[config.mk]
export PLATFORM = sky130hd
export DESIGN_NAME = envelope_length
export DESIGN_NICKNAME = d
export VERILOG_FILES = /design/src/rtl/envelope_length.sv
export SDC_FILE = /design/constraint.sdc
export NUM_CORES = 1
export LEC_CHECK = 0
export BUFFER_PORTS_ARGS = -buffer_cell sky130_fd_sc_hd__buf_2
export CAP_MARGIN = 20
export CORE_ASPECT_RATIO = 0.6
export CORE_MARGIN = 2
export CORE_UTILIZATION = 61
export CTS_CLUSTER_SIZE = 12
export DETAILED_ROUTE_END_ITERATION = 12
export GPL_TIMING_DRIVEN = 0
export PLACE_DENSITY = 0.84
export SLEW_MARGIN = 25
export SYNTH_ARGS = -nofsm -noshare
export SYNTH_HDL_FRONTEND = slang
export SYNTH_SLANG_ARGS = --single-unit
[constraint.sdc]
create_clock -name clk -period 5.1 [get_ports clk]
set_clock_uncertainty 0.1 [all_clocks]
set_input_delay 0 -clock clk [delete_from_list [all_inputs] [get_ports clk]]
set_output_delay 0 -clock clk [all_outputs]
set_load 0.03 [all_outputs]
[src/rtl/envelope_length.sv]
// envelope_length
//   Per-channel envelope generator and length counter for the APU audio path.
//   Driven by the frame sequencer's quarter-frame (240 Hz) and half-frame
//   (120 Hz) single-cycle enables. Produces a 4-bit volume (decaying envelope
//   or constant) that is forced to zero while the length counter is zero.
//
// Ports
//   clk          system clock
//   reset        synchronous, active-high; clears all state and outputs
//   enable_240hz quarter-frame tick (envelope clock)
//   enable_120hz half-frame tick (length clock), coincides with enable_240hz
//   reg_wr       control write strobe; reg_data[5]=halt/loop, [4]=constant,
//                [3:0]=volume/period V
//   reg_data     control data
//   len_wr       length load strobe from the table index; restarts envelope
//   len_idx      length table index
//   channel_en   0 holds the length counter at zero
//   volume       registered output volume
//   active       registered flag, high while length is non-zero
module envelope_length (
    input  logic       clk,
    input  logic       reset,
    input  logic       enable_240hz,
    input  logic       enable_120hz,
    input  logic       reg_wr,
    input  logic [7:0] reg_data,
    input  logic       len_wr,
    input  logic [4:0] len_idx,
    input  logic       channel_en,
    output logic [3:0] volume,
    output logic       active
);

    logic       halt;
    logic       cnst;
    logic [3:0] v;
    logic       start;
    logic [3:0] divider;
    logic [3:0] decay;
    logic [7:0] length;
    logic [7:0] lut_value;

    // Length load table.
    always_comb begin
        lut_value = '0;
        case (len_idx)
            5'd0:  lut_value = 8'd10;
            5'd1:  lut_value = 8'd254;
            5'd2:  lut_value = 8'd20;
            5'd3:  lut_value = 8'd2;
            5'd4:  lut_value = 8'd40;
            5'd5:  lut_value = 8'd4;
            5'd6:  lut_value = 8'd80;
            5'd7:  lut_value = 8'd6;
            5'd8:  lut_value = 8'd160;
            5'd9:  lut_value = 8'd8;
            5'd10: lut_value = 8'd60;
            5'd11: lut_value = 8'd10;
            5'd12: lut_value = 8'd14;
            5'd13: lut_value = 8'd12;
            5'd14: lut_value = 8'd26;
            5'd15: lut_value = 8'd14;
            5'd16: lut_value = 8'd12;
            5'd17: lut_value = 8'd16;
            5'd18: lut_value = 8'd24;
            5'd19: lut_value = 8'd18;
            5'd20: lut_value = 8'd48;
            5'd21: lut_value = 8'd20;
            5'd22: lut_value = 8'd96;
            5'd23: lut_value = 8'd22;
            5'd24: lut_value = 8'd192;
            5'd25: lut_value = 8'd24;
            5'd26: lut_value = 8'd72;
            5'd27: lut_value = 8'd26;
            5'd28: lut_value = 8'd16;
            5'd29: lut_value = 8'd28;
            5'd30: lut_value = 8'd32;
            5'd31: lut_value = 8'd30;
            default: lut_value = '0;
        endcase
    end

    always_ff @(posedge clk) begin
        if (reset) begin
            halt    <= 1'b0;
            cnst    <= 1'b0;
            v       <= '0;
            start   <= 1'b0;
            divider <= '0;
            decay   <= '0;
            length  <= '0;
            volume  <= '0;
            active  <= 1'b0;
        end else begin
            // Ticks in this cycle read the pre-write control values because
            // all reads below see the registers before this edge.
            if (reg_wr) begin
                halt <= reg_data[5];
                cnst <= reg_data[4];
                v    <= reg_data[3:0];
            end

            if (enable_240hz) begin
                if (start) begin
                    start   <= 1'b0;
                    decay   <= 4'd15;
                    divider <= v;
                end else if (divider == 4'd0) begin
                    divider <= v;
                    if (decay != 4'd0)
                        decay <= decay - 4'd1;
                    else if (halt)
                        decay <= 4'd15;
                end else begin
                    divider <= divider - 4'd1;
                end
            end

            // Placed after the tick so a coincident load leaves start set.
            if (len_wr)
                start <= 1'b1;

            if (!channel_en)
                length <= '0;
            else if (len_wr)
                length <= lut_value;
            else if (enable_120hz && (length != 8'd0) && !halt)
                length <= length - 8'd1;

            volume <= (length == 8'd0) ? 4'd0 : (cnst ? v : decay);
            active <= (length != 8'd0);
        end
    end

endmodule

# Word-level counts from Yosys, hierarchy flattened
# Memory sizes are Yosys's and may differ from the RTL's.
# Cells that the tools add are included.
# totals
output_inout_bits	5
in_bits	20
rom_bits	224
n_memories	1
register_bits	28
# memory_table
name	words	width	read_ports	rd_clocked_by_memory_dff	wr	line	source
(no name shown)	32	7	1	0	0	46	case (len_idx)
# classes
n_mux	11
n_addsub	3
reduce_logical	14
bitwise	1
# op_table
cell	count
two-way mux 4 bit	7
two-way mux 8 bit	2
zero test 8 bit	1
nonzero test 8 bit	1
subtractor 4 x 1 -> 4 bit (second input constant)	2
subtractor 8 x 1 -> 8 bit (second input constant)	1
nonzero test 2 bit	3
zero test 4 bit	1
nonzero test 4 bit	1
OR reduction 2 bit	2
AND reduction 3 bit	1
nonzero test 3 bit	1
logical AND 1 bit	2
two-way mux 1 bit	2
zero test 1 bit	1
NOT 1 bit	1

# Longest topological paths before layout
# logic_depth
depth_word	5
mapped_depth	7
depth_no_buf	6

# Worst setup path before layout
# OpenSTA, ideal clock, no wires.
# synth_timing
kind	reg-to-reg
startpoint	register length[2]
endpoint	register length[7]
synth_period_minus_slack_ns	1.799
arrival_time_ns	1.583
path_buffers	0
t_required_ns	4.884
stages_incl_launch_ff	5
setup_time_ns	0.116
path_slack_ns	3.301
path_cell_list	dfxtp_1 > or4_4 > nor3_1 > mux2_1 > o211a_1
# synth_between
elab_chain_len	4
elab_cells_between_ends	7
# synth_lines
item	line	source
start, declared	40	logic [7:0] length;
start signal, assigned	126	length <= lut_value;
start signal, assigned	128	length <= length - 8'd1;
branches (longest 4 deep; another with subtractor 8 x 1 -> 8 bit)	-	
# Several ways; the timed one is not identified. The select of a mux whose other input is x is not followed.
# A chain may end at the register's enable or synchronous reset.

# Worst setup path after layout
# layout_timing
startpoint	register length[1]
endpoint	register length[1]
# The elaborated chain is that of the path after synthesis.

==> results.py <==
metrics = {
    "worst_hold_path": {
        "holdPathStages": 3,
        "hold_path_end": "length[1]",
        "hp-start": "len_idx[1]",
        "hp-class": "in -> reg",
    },
    "synth": {
        "yosys.area.top_type": "dfxtp_1",
        "synth_top_family_by_area": "simple AND/OR/NAND/NOR gates",
        "synth.cell_area_um2": 1720,
        "async_flop_share_pct": 0,
        "ys_seq_area_share_pct": 32.7,
        "synth_area_leaders": "dfxtp_1 (33%), ha_1 (7.3%), mux2i_1 (6.4%)",
        "synth_most_common_cell": "dfxtp_1",
        "ys_top_cells_by_count": "dfxtp_1 (28), nor2_1 (20), a21oi_1 (12)",
        "synth_top_area_share_pct": 32.7,
        "synth_edf_count": 0,
        "synth_nets": 231,
        "synthXorXnorAreaFrac_pct": 2.55,
        "synth_compound_area_share_pct": 20.7,
        "synth-simple-area-share_pct": 22.3,
        "ys_types": 51,
        "synth-seq-cells": 28,
        "synth_flop_cell": "dfxtp_1",
        "synth.avg_cell_area_um2": 8.54,
        "muxShareOfSynthArea_pct": 9.04,
        "netlist_instances": 201,
        "synthAdderAreaFrac_pct": 7.29,
        "yosys_warnings": 0,
    },
    "placement": {
        "dp_cells": 253,
        "dp_hpwl_um": 3310,
        "place_area_um2": 1860,
        "gp_congestion": 0.942,
        "portBuffers": 20,
    },
    "power_and_ir_drop": {
        "seq_power_share_pct": 42.6,
        "p_int_mw": 0.422,
        "p_leak_nw": 0.854,
        "peakVddDrop_mv": 0.178,
        "power_frac_comb_pct": 29.0,
        "p_clk_share_pct": 28.5,
        "p_sw_share_pct": 31.5,
        "p_switching_mw": 0.195,
        "p_per_area_nw_per_um2": 307,
    },
    "worst_setup_path": {
        "worstPathRequired_ns": 5.21,
        "crit_fanout": 6,
        "crit_family": "simple AND/OR/NAND/NOR gates",
        "reg2reg_setup_slack_ns": 3.02,
        "crit_path_end_kind": "flip-flop",
        "slowest_stage": "nor3b_1",
        "r2r-start": "length[1]",
        "startpoint_type": "flip-flop",
        "critPathArrivalTime_ns": 2.18,
        "worstSetupPathType": "reg -> reg",
        "r2r-end": "length[1]",
        "cp_cell_sequence": "inv_1, ha_1, nor3b_1, a21oi_1, mux2_1, o22ai_1",
        "cpPeakStageDelay_ns": 0.50,
        "crit_buf_inv": 1,
        "r2r_cells": 6,
    },
    "route": {
        "final_antenna_net_count": 0,
        "drt-pass1-iter-count": 4,
        "drc": 0,
        "wl_per_cell_um": 16.6,
        "wl_um": 4400,
        "vias": 1692,
        "via_per_inst": 6.38,
        "drt_iter0_markers": 95,
    },
    "clock_tree": {
        "cts_tree": "done",
        "clkTransAtPathRegs_ns": 0.09,
        "cts_sinks": 28,
        "clock_latency_ns": 0.28,
        "htree_levels": 1,
        "clockRootBuffer": "clkbuf_8",
        "cts_buffers": 3,
        "clockBufferDepth": 2,
    },
    "grt": {
        "antenna_found_initial": 0,
        "overflow": 0,
        "grt_max_degree": 17,
        "grtUsageTotal_pct": 29.1,
        "grt_first_pass_wirelength_um": 7200,
        "grt_pass1_vias": 1582,
    },
    "timing": {
        "max_slew_margin_pct": 62.7,
        "tns_ns": 0,
        "rsz0062_at_grt": "false",
        "slew_violations": 0,
        "post-route-period-util_pct": 40.7,
        "finalHoldViolations": 0,
        "fmax_mhz": 482,
        "period_needed_ns": 2.08,
        "setup_viol": 0,
        "tightest_slew_ns": 0.558,
    },
    "floorplan": {
        "die_x_um": 72.5,
        "initial_core_util_pct": 66.2,
        "chipHeight_um": 45.1,
        "floorplan.die_area_um2": 3270,
        "ios": 25,
        "core_um2": 2590,
        "rows": 14,
    },
    "finish": {
        "utilization_pct": 77.5,
        "synthToLayoutAreaGrowth_pct": 17.0,
        "diodes": 0,
        "final_area_um2": 2010,
        "nFillCells": 185,
        "nNetsFinal": 264,
        "stdcell_count": 265,
        "layout-drive-gt1-share_pct": 13.3,
    },
    "flow_run": {
        "maxCapViolations": 0,
    },
    "run_status": {
        "outcome": "finished, final reports clean",
    },
}
## power groups by stage
| stage | clock, mW | sequential [mW] | combinational (mW) |
|---|---|---|---|
| after floorplan | 0 | 0.266 | 0.122 |
| after global placement | 0 | 0.264 | 0.159 |
| after detailed placement | 0 | 0.266 | 0.168 |
| after CTS | 0.177 | 0.261 | 0.175 |
| after global routing | 0.185 | 0.265 | 0.197 |
| final | 0.176 | 0.263 | 0.179 |
## through the flow
step / hold WS [ns] / total power [mW] / setup slack [ns]
global placement: 0.132 / 0.422 / 3.20
finish: 0.0858 / 0.617 / 3.02
global route: 0.108 / 0.647 / 2.84
detailed placement: 0.152 / 0.434 / 3.09
floorplan: 0.0474 / 0.388 / 3.30
CTS: 0.0797 / 0.614 / 3.04
## routing by layer
metal / GRT usage [%] / vias to the layer above / share of wire (%)
met5: 0 / - / 0
met2: 46.8 / 102 / 44
met4: 11.1 / 0 / 1.6
met1: 39.3 / 775 / 45
li1: - / 803 / -
met3: 6.03 / 12 / 9.7
## flip-flops by register name (all words and copies together), names as in the netlist
register  flops
active        1
v             4
cnst          1
start         1
divider       4
volume        4
length        8
halt          1
decay         4
## final cells by class
| type | count | area, µm² | share of cell area [%] |
|---|---|---|---|
| multi-input cells | 148 | 1060 | 52.9 |
| flip-flops and latches | 28 | 561 | 27.9 |
| repair buffers | 28 | 180 | 8.97 |
| inverters | 13 | 48.8 | 2.43 |
| plain buffers | 12 | 45.0 | 2.24 |
| clock buffers | 3 | 41.3 | 2.06 |
| well taps | 32 | 40.0 | 1.99 |
| clock inverters | 1 | 30.0 | 1.50 |
## cell usage in the layout (no fill, tap or decap), drive strengths merged, types with 2 or more instances in the layout
master / n
nor3: 8
or3b: 2
o221ai: 2
xnor2: 3
a21oi: 13
o21ai: 6
mux2i: 11
o221a: 2
inv: 13
buf: 21
or2: 2
mux2: 2
nor2: 20
o2111ai: 2
o22ai: 3
or4: 3
nand2b: 4
nand3: 3
dfxtp: 28
xor2: 2
and3b: 2
nor2b: 4
or3: 3
nand2: 8
a211oi: 6
clkbuf: 14
nor3b: 2
o211a: 2
a31oi: 2
dlygate4sd3: 8
a311oi: 4
nand3b: 2
ha: 10
a211o: 2
## worst min-delay path: stages
cell and delay (ns):
buf_2 0.15, a2111oi_0 0.13, o22ai_1 0.13
## how the worst max path moves through the flow
stage | start | to | slack, ns | depth (start not counted)
after floorplan | length[2] | length[7] | 3.30 | 4
after global placement | length[0] | length[1] | 3.20 | 6
after detailed placement | length[1] | length[1] | 3.09 | 6
after CTS | length[1] | length[1] | 3.04 | 6
after global routing | length[1] | length[1] | 2.84 | 6
final | length[1] | length[1] | 3.02 | 6
## cell families after synthesis
family	count (synthesis)
AOI/OAI and AO/OA	50
xor gates and xnor gates	5
adders and majority gates	10
buffers and inverters	25
DFF	28
muxes	14
and+or+nand+nor	69
## repair_timing
action | 4_1_cts | 5_1_grt
endpoints found under the hold margin | 9 | 0
buffers inserted | 0 | 0
hold buffers | 8 | 0
gates resized for setup | 0 | 0
No activity file was read; power rests on OpenSTA's default activity.
